**config.mk**
```make
export PLATFORM = sky130hd
export DESIGN_NAME = player_grid_mover
export DESIGN_NICKNAME = d
export VERILOG_FILES = /design/src/rtl/player_grid_mover.sv
export SDC_FILE = /design/constraint.sdc
export NUM_CORES = 1
export LEC_CHECK = 0
export ABC_CLOCK_PERIOD_IN_PS = 2300
export BUFFER_PORTS_ARGS = -buffer_cell sky130_fd_sc_hd__buf_2
export CAP_MARGIN = 10
export CORE_ASPECT_RATIO = 2
export CORE_MARGIN = 5
export CORE_UTILIZATION = 35
export CTS_CLUSTER_SIZE = 16
export DETAILED_ROUTE_END_ITERATION = 16
export MAX_ROUTING_LAYER = met4
export PLACE_DENSITY_LB_ADDON = 0.15
export SYNTH_ARGS = -nofsm -noshare
export SYNTH_HDL_FRONTEND = slang
export SYNTH_SLANG_ARGS = --single-unit
```
**constraint.sdc**
```tcl
create_clock -name clk -period 2.3 [get_ports clk]
set_input_delay 0 -clock clk [delete_from_list [all_inputs] [get_ports clk]]
set_output_delay 0 -clock clk [all_outputs]
set_load 0.05 [all_outputs]
```
**src/rtl/player_grid_mover.sv**
```systemverilog
// player_grid_mover
// Tile-locked player motion controller. Each accepted keypress moves the player
// sprite exactly one tile, advancing SPEED pixels per video frame. A wall hit
// on the leading edge aborts the move and walks the sprite back to its origin tile.
//
// Ports:
//   clk            system clock
//   resetN         synchronous active-low reset
//   startOfFrame   one-cycle pulse per video frame; all motion happens on it
//   keyUp/Down/Left/Right  level inputs, 1 = pressed (priority Up > Down > Left > Right)
//   collision      player bitmap overlaps a wall pixel this cycle
//   HitEdgeCode    edge hit: 0 bottom, 1 left, 2 right, 3 top (bits [3:2] must be 0)
//   topLeftX/Y     sprite top-left position in pixels
//   moving         1 while moving forward or bouncing back
//   direction      latched direction: 0 down, 1 left, 2 right, 3 up
//
// Configuration macro:
//   PLAYER_MOVE_QUEUE_EN  when defined, a key seen during a move is held in a
//                         one-entry queue and started as soon as that move completes.

module player_grid_mover #(
   parameter int unsigned INIT_TILE_X = 1,
   parameter int unsigned INIT_TILE_Y = 1,
   parameter int unsigned TILE_LOG2   = 5,
   parameter int unsigned SPEED       = 2,
   parameter int unsigned MAP_TILES_X = 20,
   parameter int unsigned MAP_TILES_Y = 15
) (
   input  logic        clk,
   input  logic        resetN,
   input  logic        startOfFrame,
   input  logic        keyUp,
   input  logic        keyDown,
   input  logic        keyLeft,
   input  logic        keyRight,
   input  logic        collision,
   input  logic [3:0]  HitEdgeCode,
   output logic [10:0] topLeftX,
   output logic [10:0] topLeftY,
   output logic        moving,
   output logic [1:0]  direction
);

   localparam int unsigned CW     = TILE_LOG2 + 1;
   localparam int unsigned TILE_PX = 1 << TILE_LOG2;

   localparam logic [10:0]   STEP_PX   = 11'(SPEED);
   localparam logic [CW-1:0] CNT_SPEED = CW'(SPEED);
   localparam logic [CW-1:0] CNT_TILE  = CW'(TILE_PX);
   localparam logic [10:0]   INIT_X    = 11'(INIT_TILE_X * TILE_PX);
   localparam logic [10:0]   INIT_Y    = 11'(INIT_TILE_Y * TILE_PX);
   localparam logic [10:0]   MAX_TX    = 11'(MAP_TILES_X - 1);
   localparam logic [10:0]   MAX_TY    = 11'(MAP_TILES_Y - 1);

   localparam logic [1:0] ST_IDLE   = 2'd0;
   localparam logic [1:0] ST_MOVE   = 2'd1;
   localparam logic [1:0] ST_BOUNCE = 2'd2;

   localparam logic [1:0] DIR_DOWN  = 2'd0;
   localparam logic [1:0] DIR_LEFT  = 2'd1;
   localparam logic [1:0] DIR_RIGHT = 2'd2;
   localparam logic [1:0] DIR_UP    = 2'd3;

   logic [1:0]    r_state, w_state_nx;
   logic [10:0]   r_x, w_x_nx;
   logic [10:0]   r_y, w_y_nx;
   logic [1:0]    r_dir, w_dir_nx;
   logic [CW-1:0] r_step, w_step_nx;
   logic          r_hit;
   logic          r_moving;

   logic          w_key_vld;
   logic [1:0]    w_key_dir;
   logic          w_hit_set;
   logic [10:0]   w_fwd_x, w_fwd_y, w_back_x, w_back_y;
   logic [CW-1:0] w_step_add;

`ifdef PLAYER_MOVE_QUEUE_EN
   logic          r_q_vld, w_q_vld_nx;
   logic [1:0]    r_q_dir, w_q_dir_nx;
   logic          w_take_vld;
   logic [1:0]    w_take_dir;
`endif

   // Position is tile-aligned whenever this is evaluated, so the shift gives the tile index.
   function automatic logic target_ok(input logic [1:0] dir, input logic [10:0] x,
                                      input logic [10:0] y);
      logic [10:0] tx;
      logic [10:0] ty;
      logic        ok;
      tx = x >> TILE_LOG2;
      ty = y >> TILE_LOG2;
      case (dir)
         DIR_DOWN:  ok = (ty < MAX_TY);
         DIR_LEFT:  ok = (tx != 11'd0);
         DIR_RIGHT: ok = (tx < MAX_TX);
         default:   ok = (ty != 11'd0);
      endcase
      return ok;
   endfunction

   always_comb begin
      w_key_vld = keyUp | keyDown | keyLeft | keyRight;
      w_key_dir = DIR_DOWN;
      if (keyUp)         w_key_dir = DIR_UP;
      else if (keyDown)  w_key_dir = DIR_DOWN;
      else if (keyLeft)  w_key_dir = DIR_LEFT;
      else if (keyRight) w_key_dir = DIR_RIGHT;
   end

   // Only a hit on the leading edge of the current move blocks it.
   assign w_hit_set = collision && (r_state == ST_MOVE) &&
                      (HitEdgeCode[1:0] == r_dir) && (HitEdgeCode[3:2] == 2'b00);

   always_comb begin
      w_fwd_x  = r_x;
      w_fwd_y  = r_y;
      w_back_x = r_x;
      w_back_y = r_y;
      unique case (r_dir)
         DIR_DOWN:  begin w_fwd_y = r_y + STEP_PX; w_back_y = r_y - STEP_PX; end
         DIR_LEFT:  begin w_fwd_x = r_x - STEP_PX; w_back_x = r_x + STEP_PX; end
         DIR_RIGHT: begin w_fwd_x = r_x + STEP_PX; w_back_x = r_x - STEP_PX; end
         DIR_UP:    begin w_fwd_y = r_y - STEP_PX; w_back_y = r_y + STEP_PX; end
      endcase
   end

   assign w_step_add = r_step + CNT_SPEED;

`ifdef PLAYER_MOVE_QUEUE_EN
   // A key on the completing frame itself overrides the older queued one.
   assign w_take_vld = w_key_vld | r_q_vld;
   assign w_take_dir = w_key_vld ? w_key_dir : r_q_dir;
`endif

   always_comb begin
      w_state_nx = r_state;
      w_x_nx     = r_x;
      w_y_nx     = r_y;
      w_dir_nx   = r_dir;
      w_step_nx  = r_step;
`ifdef PLAYER_MOVE_QUEUE_EN
      w_q_vld_nx = r_q_vld;
      w_q_dir_nx = r_q_dir;
`endif
      if (startOfFrame) begin
         case (r_state)
            ST_IDLE: begin
               if (w_key_vld && target_ok(w_key_dir, r_x, r_y)) begin
                  w_state_nx = ST_MOVE;
                  w_dir_nx   = w_key_dir;
                  w_step_nx  = '0;
               end
            end
            ST_MOVE: begin
               if (r_hit) begin
                  w_state_nx = ST_BOUNCE;
`ifdef PLAYER_MOVE_QUEUE_EN
                  w_q_vld_nx = 1'b0;
`endif
               end else begin
                  w_x_nx    = w_fwd_x;
                  w_y_nx    = w_fwd_y;
                  w_step_nx = w_step_add;
`ifdef PLAYER_MOVE_QUEUE_EN
                  if (w_key_vld) begin
                     w_q_vld_nx = 1'b1;
                     w_q_dir_nx = w_key_dir;
                  end
`endif
                  if (w_step_add == CNT_TILE) begin
                     w_step_nx  = '0;
                     w_state_nx = ST_IDLE;
`ifdef PLAYER_MOVE_QUEUE_EN
                     w_q_vld_nx = 1'b0;
                     if (w_take_vld && target_ok(w_take_dir, w_fwd_x, w_fwd_y)) begin
                        w_state_nx = ST_MOVE;
                        w_dir_nx   = w_take_dir;
                     end
`endif
                  end
               end
            end
            ST_BOUNCE: begin
               // A hit on the very first frame leaves nothing to undo.
               if (r_step == '0) begin
                  w_state_nx = ST_IDLE;
               end else begin
                  w_x_nx    = w_back_x;
                  w_y_nx    = w_back_y;
                  w_step_nx = r_step - CNT_SPEED;
                  if (r_step == CNT_SPEED) w_state_nx = ST_IDLE;
               end
            end
            default: w_state_nx = ST_IDLE;
         endcase
      end
   end

   always_ff @(posedge clk) begin
      if (!resetN) begin
         r_state  <= ST_IDLE;
         r_x      <= INIT_X;
         r_y      <= INIT_Y;
         r_dir    <= DIR_DOWN;
         r_step   <= '0;
         r_hit    <= 1'b0;
         r_moving <= 1'b0;
      end else begin
         r_state  <= w_state_nx;
         r_x      <= w_x_nx;
         r_y      <= w_y_nx;
         r_dir    <= w_dir_nx;
         r_step   <= w_step_nx;
         r_moving <= (w_state_nx != ST_IDLE);
         // Set has priority so a hit on the frame boundary counts for the new frame.
         if (w_hit_set)         r_hit <= 1'b1;
         else if (startOfFrame) r_hit <= 1'b0;
      end
   end

`ifdef PLAYER_MOVE_QUEUE_EN
   always_ff @(posedge clk) begin
      if (!resetN) begin
         r_q_vld <= 1'b0;
         r_q_dir <= DIR_DOWN;
      end else begin
         r_q_vld <= w_q_vld_nx;
         r_q_dir <= w_q_dir_nx;
      end
   end
`endif

   assign topLeftX  = r_x;
   assign topLeftY  = r_y;
   assign moving    = r_moving;
   assign direction = r_dir;

endmodule

```
---- Word-level counts from Yosys, hierarchy flattened ----
Cells that the tools add are included.
word-level totals
  register bits ........................... 34
  input bits .............................. 12
  logic and storage cells ................. 85
cells by class
  add/subtract/negate cells ............... 6
  magnitude comparators ................... 2
  equal/unequal tests ..................... 17
  muxes and demuxes ....................... 31
  bitwise operators ....................... 3
  reductions and logical operators ........ 19
operator list
  cell                     number
  $pmux W11 S2             6
  $mux W11                 4
  $mux W6                  4
  $add A11 B2 Y11 const B  2
  $reduce_bool A11 Y1      2
  $sub A11 B2 Y11 const B  2
  $mux W2                  10
  $pmux W6 S3              1
  $ne A3 B1 Y1 const B     4
  $reduce_and A6 Y1        2
  $eq A2 B2 Y1 const B     4
  $logic_not A2 Y1         4
  $add A6 B2 Y6 const B    1
  $eq A2 B1 Y1 const B     3
  $eq A6 B2 Y1 const B     1
  $eq A6 B6 Y1 const B     1
  $logic_not A6 Y1         1
  $lt A6 B4 Y1 const B     1
  $lt A6 B5 Y1 const B     1
  $ne A2 B2 Y1 const B     3
  $pmux W2 S3              1
  $reduce_bool A2 Y1       3
  $sub A6 B2 Y6 const B    1
  $reduce_and A5 Y1        1
  7 further kinds          15

---- Logic depth before layout (Yosys ltp) ----
  depth in word-level cells ............... 13
  depth in mapped cells ................... 10
  mapped depth without buffers ............ 8

---- Least setup slack after synthesis ----
OpenSTA, ideal clock, no wires.
  path type ............................... flip-flop to flip-flop
  start ................................... register r_dir[0], in the netlist direction[0]
  end ..................................... register r_x[6], in the netlist topLeftX[6]
  arrival ................................. 2.218 ns
  data required time ...................... 2.230 ns
  slack ................................... 0.012 ns
  stages on the path, launching flop included .. 9
  buffers on the path ..................... 0
  path through ............................ dfxtp_1 inv_1 ha_1 xnor2_1 nor3_1 and4_1 a21oi_1 or3_1 a21boi_1
between the ends
  word-level cells in the longest chain between the ends .. 4
  elaborated cells on any way between the ends .. 10
  classes of those cells .................. eq/ne (4); mux (5); reduce/logical (1)
RTL lines
  item                                          line      source
  start, declared                               67        logic [1:0] r_dir, w_dir_nx;
  start signal, assigned                        213       r_dir <= w_dir_nx;
  $eq A2 B2 Y1 or $eq A2 B1 Y1 (tied branches)  120       unique case (r_dir)
  $pmux W11 S2                                  120
  $mux W11, on equally long branches            186, 156
  $pmux W11 S2                                  147       case (r_state)
  end signal, assigned                          211       r_x <= w_x_nx;
  end, declared                                 65        logic [10:0] r_x, w_x_nx;
Several ways; a longest one is shown, not always the timed one. The select of a mux whose other input is x is not followed.
A chain may end at the register's enable or synchronous reset.

---- Worst setup path in the final report ----
  start ................................... register r_state[1]
  end ..................................... register r_y[4], in the netlist topLeftY[4]
between the ends
  word-level cells in the longest chain between the ends .. 3
  elaborated cells on any way between the ends .. 9
  classes of those cells .................. eq/ne (6); mux (1); reduce/logical (2)
RTL lines
  item                                                  line  source
  start, declared                                       64    logic [1:0] r_state, w_state_nx;
  start signal, assigned                                210   r_state <= w_state_nx;
  $eq A2 B2 Y1 or $eq A2 B1 Y1 (tied branches)          147
  $ne A3 B1 Y1 (no line), or another cell as far along  --
  $reduce_and A6 Y1 (no line)                           --
  end signal, assigned                                  212   r_y <= w_y_nx;
  end, declared                                         66    logic [10:0] r_y, w_y_nx;
Several ways; a longest one is shown, not always the timed one.

==> reports/qor.csv <==
stage,metric,value,unit
clock_network,cts_tree,built,
clock_network,clock_path_buffers,2,
job,max_cap_violations,0,
critical_path,reg2regPathDepth,8,
yosys,synth-async-reset-ratio,0,
yosys,synth-edff-count,0,
clock_network,clk_latency,0.28,ns
detailed_routing,drt-initial-drc-count,124,
cells_and_area,drive_gt1_frac,0.250,
yosys,ys.flop_type,dfxtp_1,
worst_hold_path,hold_class,primary input to register,
yosys,yosysSeqAreaShare,0.272,
sta,slew_violations,0,
yosys,syn_area_per_cell,8.10,µm²
clock_network,cts_root_buffer,clkbuf_16,
cells_and_area,fin_nets,357,
yosys,yosysTopAreaCell,dfxtp_1,
sta,tightest_slew,0.531,ns
yosys,synth-seq-cells,31,
placed_design,place_inst,406,
sta,min_period,2.20,ns
yosys,syn_area,2280,µm²
yosys,synth_top_area_share,0.272,
power,p_leak,1.26,nW
die,die_w,67.1,µm
critical_path,cp-end-kind,register,
placed_design,io_buffers,34,
yosys,synth.most_common_cell,dfxtp_1,
grt,grt_max_degree,32,
sta,post-route-period-util,0.957,
die,die_h,124,µm
yosys,ys_types,56,
grt,overflow,0,
detailed_routing,detail-route-antenna-nets,0,
detailed_routing,wl,6490,µm
power,peakVddDrop,0.267,mV
grt,grt_first_pass_wirelength,10500,µm
grt,antenna_found_initial,0,
die,io_pins,37,
cells_and_area,instances_no_fill,418,
die,core_area,6360,µm²
detailed_routing,viasPerCell,5.34,
detailed_routing,wl_per_cell,15.5,µm
detailed_routing,drc_errors,0,
worst_hold_path,holdPathStages,4,
sta,relSlewSlack,0.646,
sta,final-setup-viol-count,0,
grt,grt.total_usage,0.168,
clock_network,clk_pin_slew_worst_paths,0.05,ns
die,die_area,8340,µm²
clock_network,numCtsBuffers,5,
clock_network,cts_max_level,2,
yosys,yosys-top-cells-area,"dfxtp_1 27%, ha_1 7.7%, xnor2_1 4.6%",
critical_path,required,2.52,ns
die,start_util,0.359,
cells_and_area,synthToLayoutAreaGrowth,27.5,%
sta,skew,0.00372,ns
critical_path,critical_path_class,register to register,
grt,grt_pass1_vias,2183,
cells_and_area,n_antenna_cell,0,
yosys,syn_inst,282,
detailed_routing,drtPass1Iterations,4,
sta,fmax,454,MHz
die,row_count,41,
status,outcome,"finished, final reports clean",
clock_network,cts.sinks,31,
yosys,synth_commonest_cells,"31 x dfxtp_1, 21 x nand2_1, 18 x o21ai_0, 17 x inv_1, 16 x and2_1",
power,powerDensity,584,nW/µm²
critical_path,start_kind,register,
placed_design,dp_hpwl,4950,µm
power,power,0.00170,W
sta,hold_violations,0,
detailed_routing,vias,2231,
placed_design,gp_congestion,0.879,
critical_path,crit_path_max_fanout,6,
yosys,ys_warn_count,0,
critical_path,worstPathArrival,2.42,ns
## layout by cell type, fill, tap and decap left out, types with 3 or more instances in the layout
cell type,Yosys,routed
nand4b_1,3,3
nor2b_1,3,3
nor3_2,1,3
nand2b_1,5,4
xnor2_1,12,11
nand4_1,10,10
and3_1,3,3
o211a_1,3,3
buf_2,1,34
inv_1,17,16
a21boi_0,6,6
dfxtp_1,31,29
buf_4,4,18
nand3_1,5,5
xor2_1,10,10
nor3b_1,3,3
a31oi_1,5,5
o21ai_0,18,18
nor2_1,13,13
and4_1,3,3
ha_1,14,13
or3_1,10,9
clkbuf_16,0,6
nand2_1,21,20
nor3_1,10,8
a21oi_1,12,12
and2_1,16,16
a21oi_2,4,4
## worst paths after layout
check	slack [ns]	end	start
max reg2reg	0.1	topLeftY[4]	r_state[1]
min	0.1	direction[1]	keyRight
max	0.1	topLeftY[4]	r_state[1]
min reg2reg	0.55	topLeftY[4]	topLeftY[4]
## power by group
part           internal, W  leakage [nW]  switching, W
combinational     0.000124         0.921      0.000208
clock             0.000538        0.0868      0.000249
sequential        0.000556         0.252     0.0000242
total              0.00122          1.26      0.000481
## critical path, cell delays in order (launching register included)
cell	delay (ns)
dfxtp_2	0.37
inv_1	0.10
ha_1	0.23
inv_1	0.20
nor3_1	0.08
a2111o_1	0.49
clkbuf_16	0.19
or3_1	0.33
a21boi_1	0.13
## cell type report
class | instances | area [µm²]
fillers | 678 | 3450
multi-input cells | 222 | 1590
flip-flops and latches | 31 | 626
repair buffers | 54 | 350
clock buffers | 6 | 139
well taps | 86 | 108
inverters | 17 | 66.3
clock inverters | 2 | 35.0
## metal layers
layer	vias up	track usage	wire, µm
met5	-	-	0
met4	0	0.0789	143
met3	9	0.0253	238
met2	54	0.310	3860
met1	1057	0.162	2240
li1	1111	-	-
## logic make-up (layout without fill, tap and decap cells)
family,after synthesis,after routing,share of synthesized area
AOI/OAI and AO/OA,69,69,0.213
xor gates and xnor gates,23,23,0.0915
adders and majority gates,14,14,0.0767
buffers and inverters,30,79,0.0597
DFF,31,31,0.272
muxes,1,1,0.00438
other,1,2,0.00164
and+or+nand+nor,113,113,0.282
## through the flow
stage                     setup slack, ns  hold slack, ns  cell area, µm²  setup TNS, ns  utilization
after floorplan                    0.0118           0.147            2290              0            -
after global placement             0.0549           0.384            2630              0        0.413
after detailed placement           0.0735           0.388            2630              0        0.413
after CTS                          0.0656          0.0939            2800              0        0.440
after global routing              -0.0130           0.137            2910        -0.0453        0.458
final                              0.0991          0.0986            2910              0        0.458
## timing repair
action	in CTS	in global routing
buffers inserted	0	3
hold buffers	0	0
gates resized for setup	0	14
setup endpoints to repair	0	12
## state kept, by name (all words and copies together) (netlist names)
signal / flops
topLeftX: 10
moving: 1
direction: 2
r_state: 2
topLeftY: 10
r_hit: 1
r_step: 5
Power figures use the tool's default switching activity.
